==> src/rtl/aes_inv_subbytes_seq.sv <==
// rtl/aes_inv_subbytes_seq.sv - sequential composite-field InvSubBytes engine, LANES bytes per cycle
// Optional lane pipeline register after the GF(2^4) inversion: define INV_SBOX_PIPE_EN.
module aes_inv_subbytes_seq #(
  parameter int LANES = 4,
  parameter int GRP_W = 2
) (
  input  logic         clk,
  input  logic         rst,
  input  logic [127:0] in_state,
  input  logic         in_valid,
  output logic         in_ready,
  output logic [127:0] out_state,
  output logic         out_valid,
  input  logic         out_ready,
  output logic         busy
);
  localparam int NG = 16 / LANES;
  localparam logic [GRP_W-1:0] LAST_GRP = GRP_W'(NG - 1);
  // y^2 + y + LAMBDA is irreducible over GF(16) = GF(2)[w]/(w^4 + w + 1)
  localparam logic [3:0] LAMBDA = 4'hC;

  function automatic logic [3:0] gf16_mul(input logic [3:0] a, input logic [3:0] b);
    logic [3:0] p;
    logic [3:0] t;
    p = '0;
    t = a;
    for (int i = 0; i < 4; i++) begin
      if (b[i]) p = p ^ t;
      t = {t[2:0], 1'b0} ^ (t[3] ? 4'h3 : 4'h0);
    end
    return p;
  endfunction

  // a^14 == a^-1 in GF(16), and maps 0 to 0
  function automatic logic [3:0] gf16_inv(input logic [3:0] a);
    logic [3:0] a2;
    logic [3:0] a4;
    logic [3:0] a8;
    a2 = gf16_mul(a, a);
    a4 = gf16_mul(a2, a2);
    a8 = gf16_mul(a4, a4);
    return gf16_mul(gf16_mul(a2, a4), a8);
  endfunction

  function automatic logic [7:0] gf256c_mul(input logic [7:0] a, input logic [7:0] b);
    logic [3:0] hh;
    hh = gf16_mul(a[7:4], b[7:4]);
    return {hh ^ gf16_mul(a[7:4], b[3:0]) ^ gf16_mul(a[3:0], b[7:4]),
            gf16_mul(hh, LAMBDA) ^ gf16_mul(a[3:0], b[3:0])};
  endfunction

  function automatic logic [7:0] lin_map(input logic [63:0] m, input logic [7:0] v);
    logic [7:0] r;
    r = '0;
    for (int i = 0; i < 8; i++)
      if (v[i]) r = r ^ m[8*i +: 8];
    return r;
  endfunction

  // Isomorphism columns are r^0..r^7 for a composite-field root r of x^8+x^4+x^3+x+1
  function automatic logic [63:0] find_iso();
    logic [63:0] cols;
    logic [71:0] pw;
    logic        found;
    cols  = '0;
    pw    = '0;
    found = 1'b0;
    for (int c = 2; c < 256; c++) begin
      if (!found) begin
        pw[7:0] = 8'h01;
        for (int i = 1; i < 9; i++)
          pw[8*i +: 8] = gf256c_mul(pw[8*(i-1) +: 8], 8'(c));
        if (pw[71:64] == (pw[39:32] ^ pw[31:24] ^ pw[15:8] ^ pw[7:0])) begin
          cols  = pw[63:0];
          found = 1'b1;
        end
      end
    end
    return cols;
  endfunction

  function automatic logic [63:0] invert_map(input logic [63:0] m);
    logic [63:0] cols;
    logic [7:0]  t;
    cols = '0;
    for (int a = 1; a < 256; a++) begin
      t = lin_map(m, 8'(a));
      for (int j = 0; j < 8; j++)
        if (t == 8'(1 << j)) cols[8*j +: 8] = 8'(a);
    end
    return cols;
  endfunction

  localparam logic [63:0] ISO     = find_iso();
  localparam logic [63:0] ISO_INV = invert_map(ISO);

  // Inverse affine, map into GF((2^4)^2), invert the norm; returns {ah, al, d^-1}
  function automatic logic [11:0] lane_front(input logic [7:0] b);
    logic [7:0] a;
    logic [7:0] c;
    logic [3:0] d;
    a = {b[6:0], b[7]} ^ {b[4:0], b[7:5]} ^ {b[1:0], b[7:2]} ^ 8'h05;
    c = lin_map(ISO, a);
    d = gf16_mul(gf16_mul(c[7:4], c[7:4]), LAMBDA) ^ gf16_mul(c[7:4], c[3:0]) ^
        gf16_mul(c[3:0], c[3:0]);
    return {c, gf16_inv(d)};
  endfunction

  function automatic logic [7:0] lane_back(input logic [11:0] x);
    logic [3:0] bh;
    logic [3:0] bl;
    bh = gf16_mul(x[11:8], x[3:0]);
    bl = gf16_mul(x[11:8] ^ x[7:4], x[3:0]);
    return lin_map(ISO_INV, {bh, bl});
  endfunction

  typedef enum logic [1:0] {IDLE, RUN, DONE} state_t;

  state_t                 state;
  logic [GRP_W-1:0]       cnt;
  logic [GRP_W-1:0]       wr_grp;
  logic [15:0][7:0]       work;
  logic [LANES-1:0][7:0]  lane_in;
  logic [LANES-1:0][7:0]  lane_res;
  logic [LANES-1:0][3:0]  rd_idx;
  logic [LANES-1:0][3:0]  wr_idx;

`ifdef INV_SBOX_PIPE_EN
  logic [LANES-1:0][11:0] lane_mid;
  logic [LANES-1:0][11:0] pipe_mid;
  logic                   pipe_vld;
  logic                   issue_done;
  logic [GRP_W-1:0]       pipe_grp;
  assign wr_grp = pipe_grp;
`else
  assign wr_grp = cnt;
`endif

  // Byte 0 lives in work[15], so group g lane l is work[15 - LANES*g - l]
  always_comb begin
    for (int l = 0; l < LANES; l++) begin
      rd_idx[l]  = 4'(15 - LANES * int'(cnt) - l);
      wr_idx[l]  = 4'(15 - LANES * int'(wr_grp) - l);
      lane_in[l] = work[rd_idx[l]];
`ifdef INV_SBOX_PIPE_EN
      lane_mid[l] = lane_front(lane_in[l]);
      lane_res[l] = lane_back(pipe_mid[l]);
`else
      lane_res[l] = lane_back(lane_front(lane_in[l]));
`endif
    end
  end

  assign out_state = out_valid ? work : '0;

  always_ff @(posedge clk or posedge rst) begin
    if (rst) begin
      state     <= IDLE;
      cnt       <= '0;
      work      <= '0;
      in_ready  <= 1'b1;
      out_valid <= 1'b0;
      busy      <= 1'b0;
`ifdef INV_SBOX_PIPE_EN
      pipe_mid   <= '0;
      pipe_vld   <= 1'b0;
      issue_done <= 1'b0;
      pipe_grp   <= '0;
`endif
    end else begin
      case (state)
        IDLE: begin
          if (in_valid) begin
            work     <= in_state;
            cnt      <= '0;
            state    <= RUN;
            in_ready <= 1'b0;
            busy     <= 1'b1;
`ifdef INV_SBOX_PIPE_EN
            pipe_vld   <= 1'b0;
            issue_done <= 1'b0;
`endif
          end
        end
        RUN: begin
`ifdef INV_SBOX_PIPE_EN
          pipe_mid <= lane_mid;
          pipe_grp <= cnt;
          pipe_vld <= !issue_done;
          if (!issue_done) begin
            if (cnt == LAST_GRP) issue_done <= 1'b1;
            else cnt <= cnt + 1'b1;
          end
          if (pipe_vld) begin
            for (int l = 0; l < LANES; l++) work[wr_idx[l]] <= lane_res[l];
            if (pipe_grp == LAST_GRP) begin
              state     <= DONE;
              out_valid <= 1'b1;
            end
          end
`else
          for (int l = 0; l < LANES; l++) work[wr_idx[l]] <= lane_res[l];
          if (cnt == LAST_GRP) begin
            state     <= DONE;
            out_valid <= 1'b1;
          end else begin
            cnt <= cnt + 1'b1;
          end
`endif
        end
        DONE: begin
          if (out_ready) begin
            state     <= IDLE;
            out_valid <= 1'b0;
            busy      <= 1'b0;
            in_ready  <= 1'b1;
          end
        end
        default: state <= IDLE;
      endcase
    end
  end
endmodule
==> config.mk <==
export PLATFORM = sky130hd
export DESIGN_NAME = aes_inv_subbytes_seq
export DESIGN_NICKNAME = d
export VERILOG_FILES = /design/src/rtl/aes_inv_subbytes_seq.sv
export SDC_FILE = /design/constraint.sdc
export NUM_CORES = 1
export LEC_CHECK = 0
export ABC_AREA = 1
export BUFFER_PORTS_ARGS = -buffer_cell sky130_fd_sc_hd__buf_2
export CORE_ASPECT_RATIO = 0.9
export CORE_UTILIZATION = 60
export DETAILED_ROUTE_END_ITERATION = 7
export GPL_ROUTABILITY_DRIVEN = 1
export PLACE_DENSITY = 0.95
export SYNTH_ARGS = -nofsm -noshare
export SYNTH_HDL_FRONTEND = slang
export SYNTH_SLANG_ARGS = --single-unit
==> constraint.sdc <==
create_clock -name clk -period 15.05 [get_ports clk]
set_input_delay 3.01 -clock clk [delete_from_list [all_inputs] [get_ports clk]]
set_output_delay 3.01 -clock clk [all_outputs]
set_load 0.005 [all_outputs]
## Word level (Yosys, flattened, before mapping)

Index checks and enable logic that the tools add are counted.
W data, S select, Z words.

| storage, ports and cells | value |
|---|---|
| memory bits (read-only) | 0 |
| bits in latches | 0 |
| flip-flop bits (word level) | 135 |
| memories | 0 |
| output and inout port bits | 131 |
| bits of input ports | 132 |
| memory bits (writable) | 0 |

| cells by class | value |
|---|---|
| reductions and logical operators | 13 |
| shift operators | 0 |
| bitwise operators | 300 |
| eq/ne operators | 7 |
| add/subtract/negate cells | 5 |
| $mul | 0 |
| div/mod/pow operators | 0 |
| muxes and demuxes | 358 |
| order comparisons | 8 |

Operators with widths:

| kind | number |
|---|---|
| $mux W4 | 160 |
| $xor A4 B4 Y4 | 136 |
| $bwmux W128 | 4 |
| $xor A4 B2 Y4 | 96 |
| $mux W128 | 2 |
| $pmux W128 S2 | 1 |
| $mux W8 | 28 |
| $mux W2 | 105 |
| $bmux W8 S4 | 4 |
| $demux W8 S4 | 4 |
| $mux W7 | 16 |
| $mux W6 | 16 |
| $not A4 Y4 | 16 |
| $xor A8 B8 Y8 | 8 |
| $not A2 Y2 | 20 |
| $not A3 Y3 | 8 |
| $not A6 Y6 | 4 |
| $lt A4 B5 Y1 const B | 4 |
| $not A4 Y5 | 4 |
| $not A5 Y5 | 4 |
| $ge A4 B1 Y1 const B | 4 |
| $not A4 Y4 const A | 4 |
| $mux W1 | 13 |
| $reduce_and A3 Y1 | 4 |
| 14 further kinds | 26 |

## Logic depth before layout (Yosys ltp)

| logic depth | value |
|---|---|
| depth in word-level cells | 94 |
| mapped depth | 65 |
| mapped depth without buffers | 62 |

## Worst setup path after synthesis

No wires, ideal clock.

| timing path | value |
|---|---|
| kind | register to register |
| start | reg cnt[0] |
| end | reg work[12] (netlist name) |
| path slack | 8.912 ns |
| arrival | 6.021 ns |
| stages on the path, launching flop included | 58 |
| clock period less this slack | 6.138 ns |
| path buffers | 3 |
| cell sequence | dfrtp_1 > buf_6 > buf_6 > buf_4 > nand2_1 > nand3_1 > nand2_1 > inv_1 > nand2_1 > nand2_1 > inv_1 > nand2_1 > nand2_1 > nand2_1 > nand2_2 > inv_2 > ha_1 > nand2_1 > [22 not listed] > nand2_1 > nand2_1 > inv_1 > nand2_1 > nand2_1 > nand3_2 > nand3_1 > nand2_1 > nand2_1 > nand3_1 > nand2_2 > nand3_1 > nand2_2 > nand2_1 > nand3_1 > nand2_1 > nand2_1 > nand2_1 |

| between the ends | value |
|---|---|
| longest elaborated chain between the ends | 80 |
| elaborated cells between the ends (all ways) | 629 |
| those cells by class | add/sub: 4; order compare: 8; mux: 333; bitwise: 280; reduce/logical: 4 |

RTL lines:

| element | line | text |
|---|---|---|
| from (decl) | 120 | `logic [GRP_W-1:0] cnt;` |
| from (signal assigned) | 207 | `cnt <= cnt + 1'b1;` |
| $sub A4 B4 Y4 (*) | 142, 143 |  |
| $sub A4 B2 Y4 / $bmux W8 S4 (equally long branches) | 142, 143, 144 |  |
| $bmux W8 S4 / $mux W8 (equally long branches) | 144 | `lane_in[l] = work[rd_idx[l]];` |
| $mux W8 (not written as such) / $xor A8 B8 Y8 (equally long branches) | 144, 102 |  |
| $xor A8 B8 Y8 | 102 | `a = {b[6:0], b[7]} ^ {b[4:0], b[7:5]} ^ {b[1:0], b[7:2]} ^ 8'h05;` |
| $xor A8 B8 Y8 / $mux W6 (equally long branches) | 102, 56 |  |
| $mux W6 / $mux W7 (equally long branches) | 56 | `if (v[i]) r = r ^ m[8*i +: 8];` |
| $mux W7 | 56 |  |
| [63 not listed] | - |  |
| $not A6 Y6 (no source line) / $mux W8 (equally long branches) | - |  |
| $mux W8 | 56 |  |
| $mux W8 / $not A5 Y5 (equally long branches) | - |  |
| $not A5 Y5 (no source line) / $mux W6 (equally long branches) | - |  |
| $mux W6 / $bwmux W128 (equally long branches) | 56, 202 |  |
| $bwmux W128 (2 in series) | 202 | `for (int l = 0; l < LANES; l++) work[wr_idx[l]] <= lane_res[l];` |
| $bwmux W128 (*) | 202 |  |
| $pmux W128 S2 (*) | 171 | `case (state)` |
| to (signal assigned) | 174 | `work <= in_state;` |
| to (decl) | 122 | `logic [15:0][7:0] work;` |

Mark *: on every way between the ends. The rest lies on a longest branch, timed or not. The select of a mux whose other input is x is not followed.
A chain may end at the register's enable or synchronous reset.

## Final worst setup path

| timing path | value |
|---|---|
| start | reg cnt[0] |
| end | reg work[38] (netlist name) |

| between the ends | value |
|---|---|
| longest elaborated chain between the ends | 80 |
| elaborated cells between the ends (all ways) | 629 |
| those cells by class | add/sub: 4; order compare: 8; mux: 329; bitwise: 284; reduce/logical: 4 |

RTL lines:

| element | line |
|---|---|
| $sub A4 B4 Y4 (*) | 142, 143 |
| $sub A4 B2 Y4 / $bmux W8 S4 (equally long branches) | 142, 143, 144 |
| $bmux W8 S4 / $mux W8 (equally long branches) | 144 |
| $mux W8 (not written as such) / $xor A8 B8 Y8 (equally long branches) | 144, 102 |
| $xor A8 B8 Y8 | 102 |
| $xor A8 B8 Y8 / $mux W6 (equally long branches) | 102, 56 |
| $mux W6 / $mux W7 (equally long branches) | 56 |
| $mux W7 | 56 |
| [63 not listed] | - |
| $mux W7 / $not A6 Y6 (equally long branches) | - |
| $not A6 Y6 (no source line) / $mux W8 (equally long branches) | - |
| $mux W8 / $not A4 Y4 (equally long branches) | - |
| $not A4 Y4 (no source line) / $mux W8 (equally long branches) | - |
| $mux W8 / $bwmux W128 (equally long branches) | 56, 202 |
| $bwmux W128 (2 in series) | 202 |
| $bwmux W128 (*) | 202 |
| $pmux W128 S2 (*) | 171 |

Marks and branches as above.

==> metrics <==
outcome=finished, final reports clean; num rows=61; post-synth cell types=48; total CTS buffers=17; most frequent cell after synthesis=nand2_1; TritonCTS clock tree=yes; Fmax=122 MHz; Clock Latency Late Sink=450 ps; Critical Path AT=8500 ps; DRT Pass-1 Iters=7; actual slew at the worst max-slew pin=932 ps; Max-cap violations=0; Root Buffer=clkbuf_16; Die W=191 um; Synth Flop Type=dfrtp_1; clk sink count=135; GRT Util Overall=38.1%; # setup viols final=0; FF-to-FF path depth=55; share of async-settable or async-resettable flops after synthesis=100%; Post-Route WL=63100 um; FF+latch count, synth=135; Worst Path Required=15390 ps; EDFF count, synth=0; Initial DRC Count=2728; largest net degree at the start of global routing=76; setup_tns=0 ps; slowest CP cell=dfrtp_2; Final Max Tran Viols=0; largest cells by area after synthesis=nand2_1, dfrtp_1, nand3_1, inv_1, nand2_2; clk slew on worst S/H paths=60 ps; die height=172 um; grt total ovfl=0; post-synth net total=3731; vias per std cell=5.62; crit path max fanout=48; DP Cell Count=4174; Syn-to-layout area delta=9.74%; Post-CTS Setup Inserts=0; R2R setup slack=6880 ps; Relative slew margins=37.9%; critical path's largest stage delay=760 ps; startpoint types=register; highest routed layer=met5; crit path time final=8170 ps; met1 wire length=25400 um; deepest level of the CTS H-tree=4; Yosys top cell area share=31.3%; Min-Delay Path Depth=2; sequential cell area fraction in the yosys report=17.5%; layout cells sized above 1=15.8%; # diodes=0; Die Area=32900 um^2; final core utilization=67.6%; Synth Cell Area=19300 um^2; Port Buffers=262; Synth top cells by count=nand2_1, nand3_1, inv_1; post-cts resize count=0; initial antenna violation count=1; Cells after Synth=3582; nets=3933; routability cong.=1.03; Mean Syn Cell Area=5.38 um^2; cell taking the most area after synthesis=nand2_1; vias in the first global route=20.9k; io pins=263; metal2 WL=27500 um; # DRC=0; Clock Skew=13.2 ps; Routed WL per cell=15.0 um; Starting Density=61.6%; Final period util=54.3%; HPWL Detailed=46600 um; first-pass GRT wire length=101000 um; via count=23.6k; Hold WC Path Type=reg -> reg; Final ANT Viol Nets=0; Final Hold Viols=0; Core ar.=31300 um^2; crit path kind=reg -> reg; met3 WL=7450 um; final std cells w/o fill=4206; CP Capture Type=register; Max Buffers Root-to-Sink=2; Worst path most repeated cell=nand2_1; RSZ-0062 raised after global routing=no; CTS Hold Bufs=0; synth warn=0
[layout make-up]
cell class | instances | area, um^2
Tap cell | 409 | 512
Inverter | 524 | 1990
Clock inverter | 8 | 97.6
Fill cell | 2871 | 10100
Timing Repair Buffer | 276 | 1420
Multi-Input combinational cell | 2830 | 13300
Clock buffer | 24 | 472
Sequential cell | 135 | 3390
[cells by family after synthesis]
kind of cell	after synthesis	synth area share [%]
AOI/OAI and AO/OA	162	4.73
adders and majority gates	17	1.10
buffers and inverters	617	13.6
xor gates and xnor gates	118	6.04
and+or+nand+nor	2531	56.9
muxes	2	0.104
DFF	135	17.5
[worst max-delay path: cells and delay by family, from the launching register on]
family	cells	cell delay (ps)
DFF	1	760
AOI/OAI and AO/OA	1	70
xor gates and xnor gates	2	370
buffers and inverters	7	1060
and+or+nand+nor	43	5000
adders and majority gates	2	690
[registers in the layout, summed over array words and instances (netlist names)]
name,flops
work,128
state,2
busy,1
cnt,2
out_valid,1
in_ready,1
[stage by stage]
step | hold slack [ps] | setup WS [ps] | cell area (um^2)
2_1_floorplan | 453 | 8430 | 19300
3_3_place_gp | 456 | 7550 | 20600
3_5_place_dp | 457 | 7310 | 20600
4_1_cts | 463 | 7100 | 21200
5_1_grt | 469 | 6150 | 21200
6_report | 464 | 6880 | 21200
[path summary, 6_finish.rpt]
kind                                 startpoint                     to
setup / recovery             cnt[0]$_DFFE_PP0P_   work[38]$_DFFE_PP0P_
hold / removal             in_ready$_DFFE_PP1P_   in_ready$_DFFE_PP1P_
max in group asynchronous                   rst  out_valid$_DFFE_PP0P_
setup reg to reg             cnt[0]$_DFFE_PP0P_   work[38]$_DFFE_PP0P_
hold reg to reg            in_ready$_DFFE_PP1P_   in_ready$_DFFE_PP1P_
min in group asynchronous                   rst   work[10]$_DFFE_PP0P_
[layer usage]
metal  vias up  track usage, %
met2      1442            60.6
met4         2            17.8
met5         -               0
li1      11500               -
met1     10500            49.8
met3       262            7.43
[layout by cell type (no fill, tap or decap), types with 2 or more instances in the layout]
master and instances:
nor2_4 3, clkinv_4 2, ha_1 17, clkbuf_8 2, nor2_1 196, dfrtp_1 131, nor2_2 14, nand2_4 18
xnor2_2 9, a21oi_1 68, nand3_1 475, bufinv_16 2, nand2_1 1606, buf_4 14, xnor2_1 37, nand3b_1 17
o21ai_0 26, inv_4 3, clkinv_1 2, xor2_1 65, o21ai_2 2, nand3_2 28, o21ai_1 12, clkbuf_1 5
nand4_1 31, inv_2 65, mux2i_1 2, inv_1 451, xor2_2 6, clkbuf_16 17, buf_2 262, inv_6 2
o211ai_1 13, nand2_2 138, or2_1 2, a31oi_1 36, dfrtp_2 2, clkinv_2 5
Power is left out: the tool's default activity adds up to more than one toggle a clock period on the data nets, which glitch-free logic cannot reach.
